===== src/rtl/vlsu_pkg.sv =====
// Shared types for the VLSU request scheduler: FSM states, request class, default payload.
package vlsu_pkg;

  typedef logic vlsu_req_t;

  typedef enum logic [2:0] {
    IDLE,
    LD,
    ST,
    DRAIN_TO_LD,
    DRAIN_TO_ST
  } sched_state_e;

  typedef enum logic {
    LOAD,
    STORE
  } sched_class_e;

endpackage


===== src/rtl/vlsu_req_sched_outstanding_cnt.sv =====
// Saturating up/down counter of in-flight requests for one class, with full flag.
module vlsu_outstanding_cnt #(
  parameter int unsigned Max = 4,
  parameter int unsigned W   = $clog2(Max + 1)
) (
  input  logic         clk_i,
  input  logic         rst_ni,
  input  logic         inc_i,
  input  logic         dec_i,
  output logic [W-1:0] cnt_o,
  output logic         full_o
);

  logic [W-1:0] r_cnt;

  always_ff @(posedge clk_i or negedge rst_ni) begin
    if (!rst_ni) begin
      r_cnt <= '0;
    end else if (inc_i && !dec_i) begin
      r_cnt <= r_cnt + W'(1);
    end else if (dec_i && !inc_i && (r_cnt != '0)) begin
      r_cnt <= r_cnt - W'(1);
    end
  end

  // A retire pulse with nothing outstanding means upstream lost track.
  always_ff @(posedge clk_i) begin
    if (rst_ni) begin
      assert (!(dec_i && !inc_i && (r_cnt == '0)))
        else $warning("vlsu_outstanding_cnt: done pulse with zero outstanding");
    end
  end

  assign cnt_o  = r_cnt;
  assign full_o = (r_cnt == W'(Max));

endmodule


===== src/rtl/vlsu_req_sched.sv =====
// Load/store request scheduler feeding the VLSU control machine's single request port.
// Optional performance counters enabled by defining VLSU_REQ_SCHED_PERF_EN.
module vlsu_req_sched
  import vlsu_pkg::*;
#(
  parameter int unsigned MaxOutstanding = 4,
  parameter int unsigned MaxBurst       = 8,
  parameter type         vlsu_req_t     = vlsu_pkg::vlsu_req_t,
  localparam int unsigned CntW          = $clog2(MaxOutstanding + 1)
) (
  input  logic            clk_i,
  input  logic            rst_ni,
  input  logic            ld_req_valid_i,
  output logic            ld_req_ready_o,
  input  vlsu_req_t       ld_req_i,
  input  logic            st_req_valid_i,
  output logic            st_req_ready_o,
  input  vlsu_req_t       st_req_i,
  output logic            req_valid_o,
  input  logic            req_ready_i,
  output vlsu_req_t       req_o,
  output logic            req_is_store_o,
  input  logic            ld_done_i,
  input  logic            st_done_i,
  output logic [CntW-1:0] ld_cnt_o,
  output logic [CntW-1:0] st_cnt_o,
`ifdef VLSU_REQ_SCHED_PERF_EN
  output logic [31:0]     perf_switch_cnt_o,
  output logic [31:0]     perf_stall_cnt_o,
`endif
  output logic            idle_o
);

  localparam int unsigned BurstW = $clog2(MaxBurst + 1);
  localparam logic [BurstW-1:0] BurstMax = BurstW'(MaxBurst);

  sched_state_e      r_state, w_next;
  logic [BurstW-1:0] r_burst;
  sched_class_e      r_rr;
  logic              r_valid;
  vlsu_req_t         r_req;
  sched_class_e      r_cls;

  logic w_ld_full, w_st_full;
  logic w_can_load, w_ld_ok, w_st_ok;
  logic w_ld_gnt, w_st_gnt, w_gnt;

  vlsu_outstanding_cnt #(.Max(MaxOutstanding), .W(CntW)) u_ld_cnt (
    .clk_i  (clk_i),
    .rst_ni (rst_ni),
    .inc_i  (w_ld_gnt),
    .dec_i  (ld_done_i),
    .cnt_o  (ld_cnt_o),
    .full_o (w_ld_full)
  );

  vlsu_outstanding_cnt #(.Max(MaxOutstanding), .W(CntW)) u_st_cnt (
    .clk_i  (clk_i),
    .rst_ni (rst_ni),
    .inc_i  (w_st_gnt),
    .dec_i  (st_done_i),
    .cnt_o  (st_cnt_o),
    .full_o (w_st_full)
  );

  assign w_can_load = !r_valid || req_ready_i;
  // Readies are held low while reset is asserted, not only after it.
  assign w_ld_ok    = rst_ni && ld_req_valid_i && !w_ld_full && w_can_load;
  assign w_st_ok    = rst_ni && st_req_valid_i && !w_st_full && w_can_load;

  always_comb begin
    w_next   = r_state;
    w_ld_gnt = 1'b0;
    w_st_gnt = 1'b0;
    case (r_state)
      IDLE: begin
        if (w_ld_ok && w_st_ok) begin
          if (r_rr == STORE) w_st_gnt = 1'b1;
          else               w_ld_gnt = 1'b1;
        end else begin
          w_ld_gnt = w_ld_ok;
          w_st_gnt = w_st_ok;
        end
        if (w_ld_gnt)      w_next = LD;
        else if (w_st_gnt) w_next = ST;
      end
      LD: begin
        if (st_req_valid_i && ((r_burst == BurstMax) || !ld_req_valid_i)) begin
          w_next = DRAIN_TO_ST;
        end else begin
          w_ld_gnt = w_ld_ok;
          if (!ld_req_valid_i && !st_req_valid_i && (ld_cnt_o == '0) && !r_valid) w_next = IDLE;
        end
      end
      ST: begin
        if (ld_req_valid_i && ((r_burst == BurstMax) || !st_req_valid_i)) begin
          w_next = DRAIN_TO_LD;
        end else begin
          w_st_gnt = w_st_ok;
          if (!ld_req_valid_i && !st_req_valid_i && (st_cnt_o == '0) && !r_valid) w_next = IDLE;
        end
      end
      DRAIN_TO_LD: begin
        if ((st_cnt_o == '0) && !r_valid) begin
          w_next   = LD;
          w_ld_gnt = w_ld_ok;
        end
      end
      DRAIN_TO_ST: begin
        if ((ld_cnt_o == '0) && !r_valid) begin
          w_next   = ST;
          w_st_gnt = w_st_ok;
        end
      end
      default: w_next = IDLE;
    endcase
  end

  assign w_gnt = w_ld_gnt || w_st_gnt;

  always_ff @(posedge clk_i or negedge rst_ni) begin
    if (!rst_ni) begin
      r_state <= IDLE;
      r_burst <= '0;
      r_rr    <= LOAD;
      r_valid <= 1'b0;
      r_req   <= '0;
      r_cls   <= LOAD;
    end else begin
      r_state <= w_next;
      if (w_next != r_state) begin
        r_burst <= '0;
      end else if (((r_state == LD) || (r_state == ST)) && w_gnt && (r_burst != BurstMax)) begin
        r_burst <= r_burst + BurstW'(1);
      end
      if ((r_state == IDLE) && w_gnt) r_rr <= (r_rr == LOAD) ? STORE : LOAD;
      if (w_gnt) begin
        r_valid <= 1'b1;
        r_req   <= w_ld_gnt ? ld_req_i : st_req_i;
        r_cls   <= w_ld_gnt ? LOAD : STORE;
      end else if (req_ready_i) begin
        r_valid <= 1'b0;
      end
    end
  end

`ifdef VLSU_REQ_SCHED_PERF_EN
  logic [31:0] r_perf_switch, r_perf_stall;

  always_ff @(posedge clk_i or negedge rst_ni) begin
    if (!rst_ni) begin
      r_perf_switch <= '0;
      r_perf_stall  <= '0;
    end else begin
      if ((w_next != r_state) && ((w_next == DRAIN_TO_LD) || (w_next == DRAIN_TO_ST)))
        r_perf_switch <= r_perf_switch + 32'd1;
      if ((ld_req_valid_i || st_req_valid_i) && !w_gnt)
        r_perf_stall <= r_perf_stall + 32'd1;
    end
  end

  assign perf_switch_cnt_o = r_perf_switch;
  assign perf_stall_cnt_o  = r_perf_stall;
`endif

  assign ld_req_ready_o = w_ld_gnt;
  assign st_req_ready_o = w_st_gnt;
  assign req_valid_o    = r_valid;
  assign req_o          = r_req;
  assign req_is_store_o = (r_cls == STORE);
  assign idle_o         = (r_state == IDLE) && !r_valid && (ld_cnt_o == '0) && (st_cnt_o == '0);

endmodule


===== config.mk =====
export PLATFORM = sky130hd
export DESIGN_NAME = vlsu_req_sched
export DESIGN_NICKNAME = d
export VERILOG_FILES = /design/src/rtl/vlsu_pkg.sv /design/src/rtl/vlsu_req_sched_outstanding_cnt.sv /design/src/rtl/vlsu_req_sched.sv
export SDC_FILE = /design/constraint.sdc
export NUM_CORES = 1
export LEC_CHECK = 0
export ABC_AREA = 1
export CORE_MARGIN = 2
export CORE_UTILIZATION = 53
export DETAILED_ROUTE_END_ITERATION = 8
export GPL_ROUTABILITY_DRIVEN = 0
export GPL_TIMING_DRIVEN = 0
export PLACE_DENSITY = 0.82
export SYNTH_ARGS = -nofsm -noshare
export SYNTH_HDL_FRONTEND = slang
export SYNTH_SLANG_ARGS = --single-unit

===== constraint.sdc =====
create_clock -name clk_i -period 2.6 [get_ports clk_i]
set_input_delay 0.52 -clock clk_i [delete_from_list [all_inputs] [get_ports clk_i]]
set_output_delay 0.52 -clock clk_i [all_outputs]
set_load 0.03 [all_outputs]

==> flow_summary_export.csv <==
group,metric,value,unit
status,status,"completed",
setup_path,rr_endpoint,"u_st_cnt.cnt_o[2]$_DFFE_PN0P_",
clock_network,clockBufferDepth,2,
drt,first_pass_iters,4,
drt,vias,1296,
sta,finalCriticalPeriod,2.51,ns
sta,min_period_over_period,96.5,%
clock_network,tritoncts,"built",
logic_synthesis,synth_seq_area_share,32.3,%
clock_network,post-cts-setup-buffers,0,
logic_synthesis,syn_area,1320,um^2
floorplanning,die_h,53.9,um
sta,rsz0062_at_grt,"no",
final_layout,final_nets,226,
final_layout,area_delta_synth_final,20.2,%
placement,port_buffers,20,
placement,place_ws,-1.06,ns
setup_path,r2r_cells,12,
floorplanning,rows,18,
clock_network,clkSinkCount,17,
clock_network,cts_root_buffer,"clkbuf_4",
floorplanning,start_util,54.7,%
final_layout,antenna_cells,0,
floorplanning,core,2410,um^2
sta,final_hold_viol_count,0,
final_layout,drive_above_1_share,17.0,%
logic_synthesis,synth.distinct_cells,26,
setup_path,crit_path_start_kind,"input pin",
sta,maxSlewHeadroom,72.4,%
power_and_ir_drop,p_per_area,1130,nW/um^2
clock_network,clock_latency,0.29,ns
setup_path,end_kind,"output port",
setup_path,critPathKind,"in2out",
placement,post-dp-hpwl,2310,um
setup_path,cp_data_arrival_time,1.99,ns
logic_synthesis,ys_ff_latch,17,
flow_run,maxCapViolations,0,
logic_synthesis,ys_warn_count,0,
sta,setup_violations,0,
clock_network,cts_made_buffers,3,
power_and_ir_drop,ir_worst_vdd,0.776,mV
sta,tightest_slew,0.414,ns
logic_synthesis,avgSynthCellArea,7.01,um^2
drt,drc_errors,0,
final_layout,design_area,1580,um^2
clock_network,clkTransAtPathRegs,0.10,ns
drt,vias_per_cell,5.36,
placement,place_area,1560,um^2
final_layout,final_common_cell,"nand2_1",
global_routing,grt_pass1_vias,1185,
setup_path,critPathMaxFanout,4,
drt,drt-met1-wl,1260,um
floorplanning,ios,21,
setup_path,r2r-start,"u_ld_cnt.cnt_o[0]$_DFFE_PN0P_",
global_routing,grt_pass1_wl,4770,um
drt,wl_met2,1450,um
logic_synthesis,syn_nets,201,
power_and_ir_drop,p_leak,0.874,nW
clock_network,htree_levels,1,
floorplanning,fp.dieW,53.9,um
sta,fin_ws,0.0901,ns
final_layout,layout_common_cells,"nand2_1 (51), inv_1 (30), nand3_1 (24)",
setup_path,reg2reg_setup_slack,0.40,ns
global_routing,grt_start_max_net_pins,20,
sta,max_freq,0.398,GHz
drt,highest_layer,"met4",
drt,wirelength,2920,um
global_routing,grt_overflow_total,0,
floorplanning,die_area,2900,um^2
sta,fin_hold_ws,0.142,ns
sta,drv_slew,0,
clock_network,cts-hold-fix-buffers,0,
drt,drt_iter0_drc,47,
drt,met3_length,139,um
power_and_ir_drop,power.total,1.79,mW
logic_synthesis,syn_inst,188,
global_routing,antenna_found_initial,0,
min_path,hold_path.class,"in2async",
drt,routedWlPerCell,12.0,um
global_routing,grt_util_all_layers,22.6,%
setup_path,crit_required,2.08,ns
drt,ant_nets,0,
sta,clock_skew,0.00310,ns
-- synthesized netlist by cell type --
cell,count,area share [%]
a21oi_1,3,1.1
a31o_2,1,0.66
clkinv_1,1,0.28
dfrtp_1,17,32
fa_1,2,3.0
ha_1,2,1.9
inv_1,30,8.5
inv_2,3,0.85
inv_4,1,0.48
nand2_1,51,15
nand2_2,5,2.4
nand2_4,2,1.7
nand3_1,24,9.1
nand3_2,6,4.6
nand3b_1,1,0.57
nand4_1,5,2.4
nor2_1,10,2.8
nor2_2,6,2.8
nor2_4,1,0.85
nor3_1,1,0.38
nor3_2,1,0.76
nor4_1,1,0.48
o21ai_0,6,2.3
o21ai_2,2,1.3
o22ai_1,1,0.48
xor2_1,5,3.3
-- worst max-delay path by stage --
| stage | slack [ns] | cells past startpoint | endpoint | start |
|---|---|---|---|---|
| final | 0.09 | 8 | ld_req_ready_o | ld_req_valid_i |
| after CTS | 0.007 | 8 | ld_req_ready_o | ld_req_valid_i |
| after floorplan | 0.29 | 3 | idle_o | u_ld_cnt.cnt_o[0]$_DFFE_PN0P_ |
| after detailed placement | -1.06 | 8 | ld_req_ready_o | rst_ni |
| after global placement | -1.01 | 8 | ld_req_ready_o | rst_ni |
| after global routing | 0.01 | 8 | ld_req_ready_o | ld_req_valid_i |
-- layer usage --
layer / vias up / global-route usage (%)
met5: - / 0
met4: 0 / 8.97
met3: 8 / 2.50
met2: 40 / 38.4
met1: 602 / 29.3
li1: 646 / -
-- layout make-up --
cell class              count  area [um^2]
clock buffers               3         22.5
clock inverters             1         5.00
fillers                   216          826
inverters                  35          134
multi-input cells         136          773
flip-flops and latches     17          425
well taps                  30         37.5
repair buffers             20          186
-- power by group --
group	total [mW]	switching (mW)	internal [mW]
Sequential	0.496	0.125	0.371
Clock	0.144	0.0864	0.0572
Combinational	1.15	0.739	0.407
Total	1.79	0.951	0.836
-- through the flow --
stage,setup TNS (ns),utilization (%),cells
after floorplan,0,-,188
after global placement,-6.82,64.5,238
after detailed placement,-7.96,64.5,238
after CTS,0,65.4,242
after global routing,0,65.7,242
final,0,65.7,242
-- registers in the layout (all words and copies together), names as in the netlist --
| register | flops |
|---|---|
| u_ld_cnt.cnt_o | 3 |
| u_st_cnt.cnt_o | 3 |
| req_o | 1 |
| r_state | 3 |
| r_burst | 4 |
| req_is_store_o | 1 |
| req_valid_o | 1 |
| r_rr | 1 |
-- logic make-up after synthesis --
logic type / synth area share [%]
XOR/XNOR: 3.32
buffers and inverters: 10.2
AND/OR/NAND/NOR: 43.4
adder cells (fa/ha/maj): 4.94
flip-flops: 32.3
AO/OA/AOI/OAI: 5.89
-- what timing repair did --
action,in CTS,in global routing
gates resized for setup,15,5
gates cloned,0,0
setup endpoints to repair,13,3
-- critical path, cell delays in order --
cell             delay (ns)
clkdlybuf4s50_1        0.53
nand2_1                0.10
inv_1                  0.08
nand2_1                0.07
nor2_2                 0.18
nand3_2                0.15
nand3_2                0.14
buf_2                  0.21
(Power assumes the default switching activity.)
